--- config.mk ---
export PLATFORM = sky130hd
export DESIGN_NAME = input_mux_pipe
export DESIGN_NICKNAME = d
export VERILOG_FILES = /design/src/rtl/input_mux_pkg.sv /design/src/rtl/input_mux_stage.sv /design/src/rtl/input_mux_pipe.sv
export SDC_FILE = /design/constraint.sdc
export NUM_CORES = 1
export LEC_CHECK = 0
export ABC_AREA = 1
export CAP_MARGIN = 20
export CORE_ASPECT_RATIO = 1.2
export CORE_UTILIZATION = 49
export CTS_CLUSTER_DIAMETER = 30
export DETAILED_ROUTE_END_ITERATION = 10
export PLACE_DENSITY = 0.9
export SLEW_MARGIN = 20
export SYNTH_ARGS = -nofsm -noshare
export SYNTH_HDL_FRONTEND = slang
export SYNTH_SLANG_ARGS = --single-unit
--- constraint.sdc ---
create_clock -name clk -period 1.2 [get_ports clk]
set_input_delay 0.18 -clock clk [delete_from_list [all_inputs] [get_ports clk]]
set_output_delay 0.18 -clock clk [all_outputs]
set_load 0.02 [all_outputs]
--- src/rtl/input_mux_pkg.sv ---
// Shared helpers for the quad-tree operand reorder pipeline: log2 sizing,
// grid element indexing and the source-index maps used to wire each stage.
package input_mux_pkg;

  // Ceiling log2 for elaboration-time sizing; returns 0 for values <= 1.
  function automatic int clog2(input int value);
    int result;
    result = 0;
    while ((1 << result) < value) result++;
    return result;
  endfunction

  // Row-major element index of (r,c) in a grid of side n.
  function automatic int idx(input int r, input int c, input int n);
    return c + n * r;
  endfunction

  // Source element feeding output element p after the level-k quad split of
  // a grid of side n. The vector is viewed as 4^k row-major sub-blocks of
  // side s = n >> k; each sub-block is rewritten as {q3,q2,q1,q0}, with every
  // quadrant itself flattened row-major with side s/2. Only valid for s >= 2.
  function automatic int level_src(input int p, input int n, input int k);
    int s;
    int h;
    int blk_sz;
    int q_sz;
    int blk;
    int off;
    int q;
    int qoff;
    int row;
    int col;
    s      = n >> k;
    h      = s / 2;
    blk_sz = s * s;
    q_sz   = h * h;
    blk    = p / blk_sz;
    off    = p % blk_sz;
    q      = off / q_sz;
    qoff   = off % q_sz;
    row    = (q / 2) * h + qoff / h;
    col    = (q % 2) * h + qoff % h;
    return blk * blk_sz + idx(row, col, s);
  endfunction

  // Source element feeding output element p when the grid is transposed.
  function automatic int transpose_src(input int p, input int n);
    return idx(p % n, p / n, n);
  endfunction

endpackage

--- src/rtl/input_mux_stage.sv ---
// One pipeline slice of the operand reorder: an elastic register with
// valid/ready that applies its recursion level when the held beat's mode
// asks for it, and optionally transposes the grid first (stage 0 only).
module input_mux_stage
  import input_mux_pkg::*;
#(
  parameter int N            = 4,
  parameter int L_PRECISION  = 4,
  parameter int LEVEL        = 0,
  parameter int TRANSPOSE_EN = 0,
  parameter int MODE_W       = 2,
  parameter int DATA_WIDTH   = N * N * L_PRECISION
) (
  input  logic                  clk,
  input  logic                  reset,
  input  logic                  in_valid,
  output logic                  in_ready,
  input  logic [MODE_W-1:0]     in_mode,
  input  logic [DATA_WIDTH-1:0] in_data,
  output logic                  out_valid,
  input  logic                  out_ready,
  output logic [MODE_W-1:0]     out_mode,
  output logic [DATA_WIDTH-1:0] out_data
);

  logic [DATA_WIDTH-1:0] base_data;
  logic [DATA_WIDTH-1:0] perm_data;
  logic [DATA_WIDTH-1:0] next_data;

  // The slice can take a beat when empty or when its own beat leaves now.
  assign in_ready = !out_valid || out_ready;

  // Transpose happens only for split beats; mode 0 must stay a pure delay.
  if (TRANSPOSE_EN != 0) begin : g_trans
    logic [DATA_WIDTH-1:0] trans_data;
    for (genvar p = 0; p < N * N; p++) begin : g_elem
      localparam int TSRC = transpose_src(p, N);
      assign trans_data[p*L_PRECISION +: L_PRECISION] = in_data[TSRC*L_PRECISION +: L_PRECISION];
    end
    assign base_data = (in_mode != '0) ? trans_data : in_data;
  end else begin : g_no_trans
    assign base_data = in_data;
  end

  // Fixed wiring for this stage's level; a 1x1 grid has nothing to split.
  if (N > 1) begin : g_perm
    for (genvar p = 0; p < N * N; p++) begin : g_elem
      localparam int SRC = level_src(p, N, LEVEL);
      assign perm_data[p*L_PRECISION +: L_PRECISION] = base_data[SRC*L_PRECISION +: L_PRECISION];
    end
  end else begin : g_identity
    assign perm_data = base_data;
  end

  // Apply this level only when the beat requests more levels than this index.
  always_comb begin
    next_data = in_data;
    if (int'(in_mode) > LEVEL) next_data = perm_data;
  end

  // Register slice: data and mode load with the beat and hold while stalled.
  always_ff @(posedge clk) begin
    if (reset) begin
      out_valid <= 1'b0;
      out_mode  <= '0;
      out_data  <= '0;
    end else if (in_ready) begin
      out_valid <= in_valid;
      if (in_valid) begin
        out_mode <= in_mode;
        out_data <= next_data;
      end
    end
  end

endmodule

--- src/rtl/input_mux_pipe.sv ---
// Pipelined quad-tree operand reorder for the spatial multiplier: one split
// level per stage, per-beat mode, full-throughput valid/ready handshake.
module input_mux_pipe
  import input_mux_pkg::*;
#(
  parameter int PRECISION   = 8,
  parameter int L_PRECISION = 2,
  parameter int TRANSPOSE   = 0,
  parameter int N           = PRECISION / L_PRECISION,
  parameter int DATA_WIDTH  = N * PRECISION,
  parameter int LEVELS      = clog2(N),
  parameter int STAGES      = (LEVELS > 1) ? LEVELS : 1,
  parameter int MODE_W      = (clog2(LEVELS + 1) > 1) ? clog2(LEVELS + 1) : 1
) (
  input  logic                  clk,
  input  logic                  reset,
  input  logic                  in_valid,
  output logic                  in_ready,
  input  logic [MODE_W-1:0]     in_mode,
  input  logic [DATA_WIDTH-1:0] a_in,
  output logic                  out_valid,
  input  logic                  out_ready,
  output logic [DATA_WIDTH-1:0] a_out
);

  localparam logic [MODE_W-1:0] MAX_MODE = MODE_W'(LEVELS);

  logic                  vld_pipe  [STAGES+1];
  logic                  rdy_pipe  [STAGES+1];
  logic [MODE_W-1:0]     mode_pipe [STAGES+1];
  logic [DATA_WIDTH-1:0] data_pipe [STAGES+1];
  logic [MODE_W-1:0]     sat_mode;

  // Requests for more levels than exist are clamped to a full split.
  always_comb begin
    sat_mode = in_mode;
    if (in_mode > MAX_MODE) sat_mode = MAX_MODE;
  end

  assign vld_pipe[0]      = in_valid;
  assign mode_pipe[0]     = sat_mode;
  assign data_pipe[0]     = a_in;
  assign rdy_pipe[STAGES] = out_ready;

  // Inputs offered while in reset are refused so no beat survives reset.
  assign in_ready  = rdy_pipe[0] && !reset;
  assign out_valid = vld_pipe[STAGES];
  assign a_out     = data_pipe[STAGES];

  for (genvar k = 0; k < STAGES; k++) begin : g_stage
    input_mux_stage #(
      .N            (N),
      .L_PRECISION  (L_PRECISION),
      .LEVEL        (k),
      .TRANSPOSE_EN ((k == 0) ? TRANSPOSE : 0),
      .MODE_W       (MODE_W),
      .DATA_WIDTH   (DATA_WIDTH)
    ) u_stage (
      .clk       (clk),
      .reset     (reset),
      .in_valid  (vld_pipe[k]),
      .in_ready  (rdy_pipe[k]),
      .in_mode   (mode_pipe[k]),
      .in_data   (data_pipe[k]),
      .out_valid (vld_pipe[k+1]),
      .out_ready (rdy_pipe[k+1]),
      .out_mode  (mode_pipe[k+1]),
      .out_data  (data_pipe[k+1])
    );
  end

endmodule

==> impl_metrics.py <==
metrics = {
    "outcome": {
        "status": "finished, violations left",
        "failed_checks": "negative setup slack",
    },
    "global_routing": {
        "grt_antenna_before_repair": 0,
        "grt_pass1_vias": 2370,
        "grt_pass1_wl_um": 10400,
        "track_usage_pct": 21.6,
        "grt_start_max_net_pins": 65,
        "grt_overflow": 0,
    },
    "sta": {
        "grt_setup_unrepaired": "true",
        "setup_violations": 9,
        "fin_skew_ns": 0.0105,
        "timing.final.ws_setup_ns": -0.0336,
        "tightest_slew_ns": 0.428,
        "relSlewSlack_pct": 71.5,
        "min_period_ns": 1.23,
        "max_freq_ghz": 0.811,
        "fin_crit_sh_pct": 103,
        "drv_slew": 0,
        "finalHoldViolCount": 0,
    },
    "die": {
        "core.rowCount": 30,
        "die_h_um": 87.4,
        "initial_core_util_pct": 51.8,
        "boundaryPins": 72,
        "die_x_um": 73.2,
        "core_area_mm2": 0.00574,
        "die-area_mm2": 0.00639,
    },
    "yosys": {
        "syn_avg_cell_area_um2": 6.99,
        "synth_top_area_share_pct": 44.4,
        "ys_types": 14,
        "yosys_warnings": 0,
        "async_reset_ff_share_pct": 0,
        "syn-cell-area_mm2": 0.00298,
        "yosysMostFrequentCell": "nor2_1",
        "synth_edf_count": 0,
        "synthFlopType": "dfxtp_1",
        "synth_area_leaders": "dfxtp_1, nor2_1, nand2_1, buf_4, o21ai_0",
        "ys_ff_latch": 66,
        "synth_common_cells": "nor2_1, nand2_1, dfxtp_1",
        "seq_area_frac_synth_pct": 44.4,
        "synthCells": 426,
        "syn_nets": 464,
        "yosys.area.top_type": "dfxtp_1",
    },
    "drt": {
        "vias": 2721,
        "drc": 0,
        "detail-route-antenna-nets": 0,
        "wl_per_cell_um": 12.8,
        "vias_per_cell": 4.91,
        "dr.pass1.iters": 4,
        "drt_wl_total_um": 7080,
        "drt_iter0_markers": 179,
    },
    "run": {
        "maxCapViolations": 0,
    },
    "layout": {
        "multi_input_area_mm2": 0.00131,
        "regArea_mm2": 0.00132,
        "fin_area_mm2": 0.00391,
        "n_fill_cell": 461,
        "nNetsFinal": 508,
        "drive_gt1_share_pct": 19.4,
        "n_antenna_cell": 0,
        "syn2layout_area_growth_pct": 31.5,
    },
    "setup_path": {
        "r2r_cells": 8,
        "endpoint_kind": "flip-flop",
        "regToRegSetupSlack_ns": -0.03,
        "worst_ep_required_time_ns": 1.44,
        "crit_type": "flip-flop to flip-flop",
        "cp-start-kind": "flip-flop",
        "crit_fanout": 8,
        "cp.arrival_ns": 1.47,
    },
    "pwr": {
        "seqPwrFrac_pct": 48.3,
        "swShare_pct": 27.9,
        "p_switching_mw": 1.41,
        "internal_power_mw": 3.64,
        "p_comb_share_pct": 19.0,
        "cellPowerDensity_mw_per_mm2": 1290,
        "total_power_mw": 5.05,
        "leakagePower_nw": 1.81,
        "clockPowerShare_pct": 32.7,
        "ir_drop_v": 0.000962,
    },
    "cts": {
        "clkTransAtPathRegs_ns": 0.07,
        "cts.sinks": 66,
        "cts.path.max_buffers": 2,
        "cts_tree": "yes",
        "clk-insertion-delay-late_ns": 0.34,
        "cts_hold_buf": 0,
        "h-tree-depth": 3,
        "cts_root_buf": "clkbuf_8",
        "numCtsBuffers": 9,
    },
    "placement": {
        "postPlaceCellArea_mm2": 0.00355,
        "hpwl_um": 4160,
        "gp_congestion": 0.735,
        "numPortBuffers": 71,
    },
    "worst_hold_path": {
        "hold_depth": 5,
        "hold_class": "input port to flip-flop",
    },
}
## final cells by class
type | count | area share (%)
flip-flops and latches | 66 | 33.8
multi-input cells | 281 | 33.5
repair buffers | 90 | 23.6
clock buffers | 13 | 4.06
well taps | 80 | 2.56
inverters | 22 | 2.11
clock inverters | 2 | 0.320
## kinds of logic after synthesis
group	Yosys count	share of synthesized area, %
AOI/OAI and AO/OA	50	8.41
buffers and inverters	79	15.3
DFF	66	44.4
and+or+nand+nor	231	31.9
## timing repair
action                     in CTS  in global routing
pin swaps                       0                 10
setup buffers                   2                  0
setup endpoints to repair      53                 92
resized for setup              63                 97
gates cloned                    2                  3
## metrics by stage
stage	hold slack (ns)	TNS [ns]	utilization, %	worst slack, ns	cells
after floorplan	0.249	0	-	0.0539	426
after global placement	0.455	-20.94	61.9	-0.493	532
after detailed placement	0.466	-23.10	61.9	-0.500	532
after CTS	0.392	-0.0571	66.0	-0.0298	551
after global routing	0.418	-0.850	68.1	-0.0817	554
final	0.401	-0.120	68.1	-0.0336	554
## state kept, by name (all words and copies together), names as in the netlist
name / count
g_stage.u_stage.out_valid: 2
g_stage.u_stage.out_data: 64
## placed cells by master (no fill, tap or decap), drive strengths merged
master           n
a21oi           18
buf             17
bufbuf           1
clkbuf          38
clkdlybuf4s15   10
clkdlybuf4s50   36
clkinv           1
clkinvlp         1
dfxtp           66
dlygate4sd2      1
inv             22
nand2          101
nand3            1
nand3b          16
nor2           113
o21ai           32
## power groups by stage
stage	Combinational [mW]	Clock, mW	Sequential [mW]
6_report	0.958	1.65	2.44
5_1_grt	1.05	1.80	2.45
4_1_cts	0.873	1.66	2.43
3_5_place_dp	0.895	0	2.48
3_3_place_gp	0.869	0	2.47
2_1_floorplan	0.614	0	2.46
## path summary, 6_finish.rpt
check | from | to
setup / recovery | g_stage[1].u_stage.out_valid$_SDFFE_PP0P_ | g_stage[0].u_stage.out_data[27]$_SDFFE_PP0P_
hold / removal | out_ready | g_stage[1].u_stage.out_valid$_SDFFE_PP0P_
setup reg to reg | g_stage[1].u_stage.out_valid$_SDFFE_PP0P_ | g_stage[0].u_stage.out_data[27]$_SDFFE_PP0P_
hold reg to reg | g_stage[0].u_stage.out_data[12]$_SDFFE_PP0P_ | g_stage[0].u_stage.out_data[12]$_SDFFE_PP0P_
## critical path, stage by stage (launching register included)
cell       delay, ns
dfxtp_2         0.34
nand3_2         0.09
buf_6           0.13
buf_12          0.13
nand2_8         0.10
clkbuf_16       0.19
nand2_2         0.06
nand2_1         0.06
nor2_1          0.04
## routing by layer
| metal | part of all wire, % | up-vias | track usage [%] |
|---|---|---|---|
| li1 | - | 1374 | - |
| met1 | 39 | 1229 | 24.7 |
| met4 | 3.0 | 0 | 9.98 |
| met2 | 53 | 102 | 36.8 |
| met3 | 5.3 | 16 | 6.13 |
| met5 | 0 | - | 0 |
(Power assumes the default switching activity.)
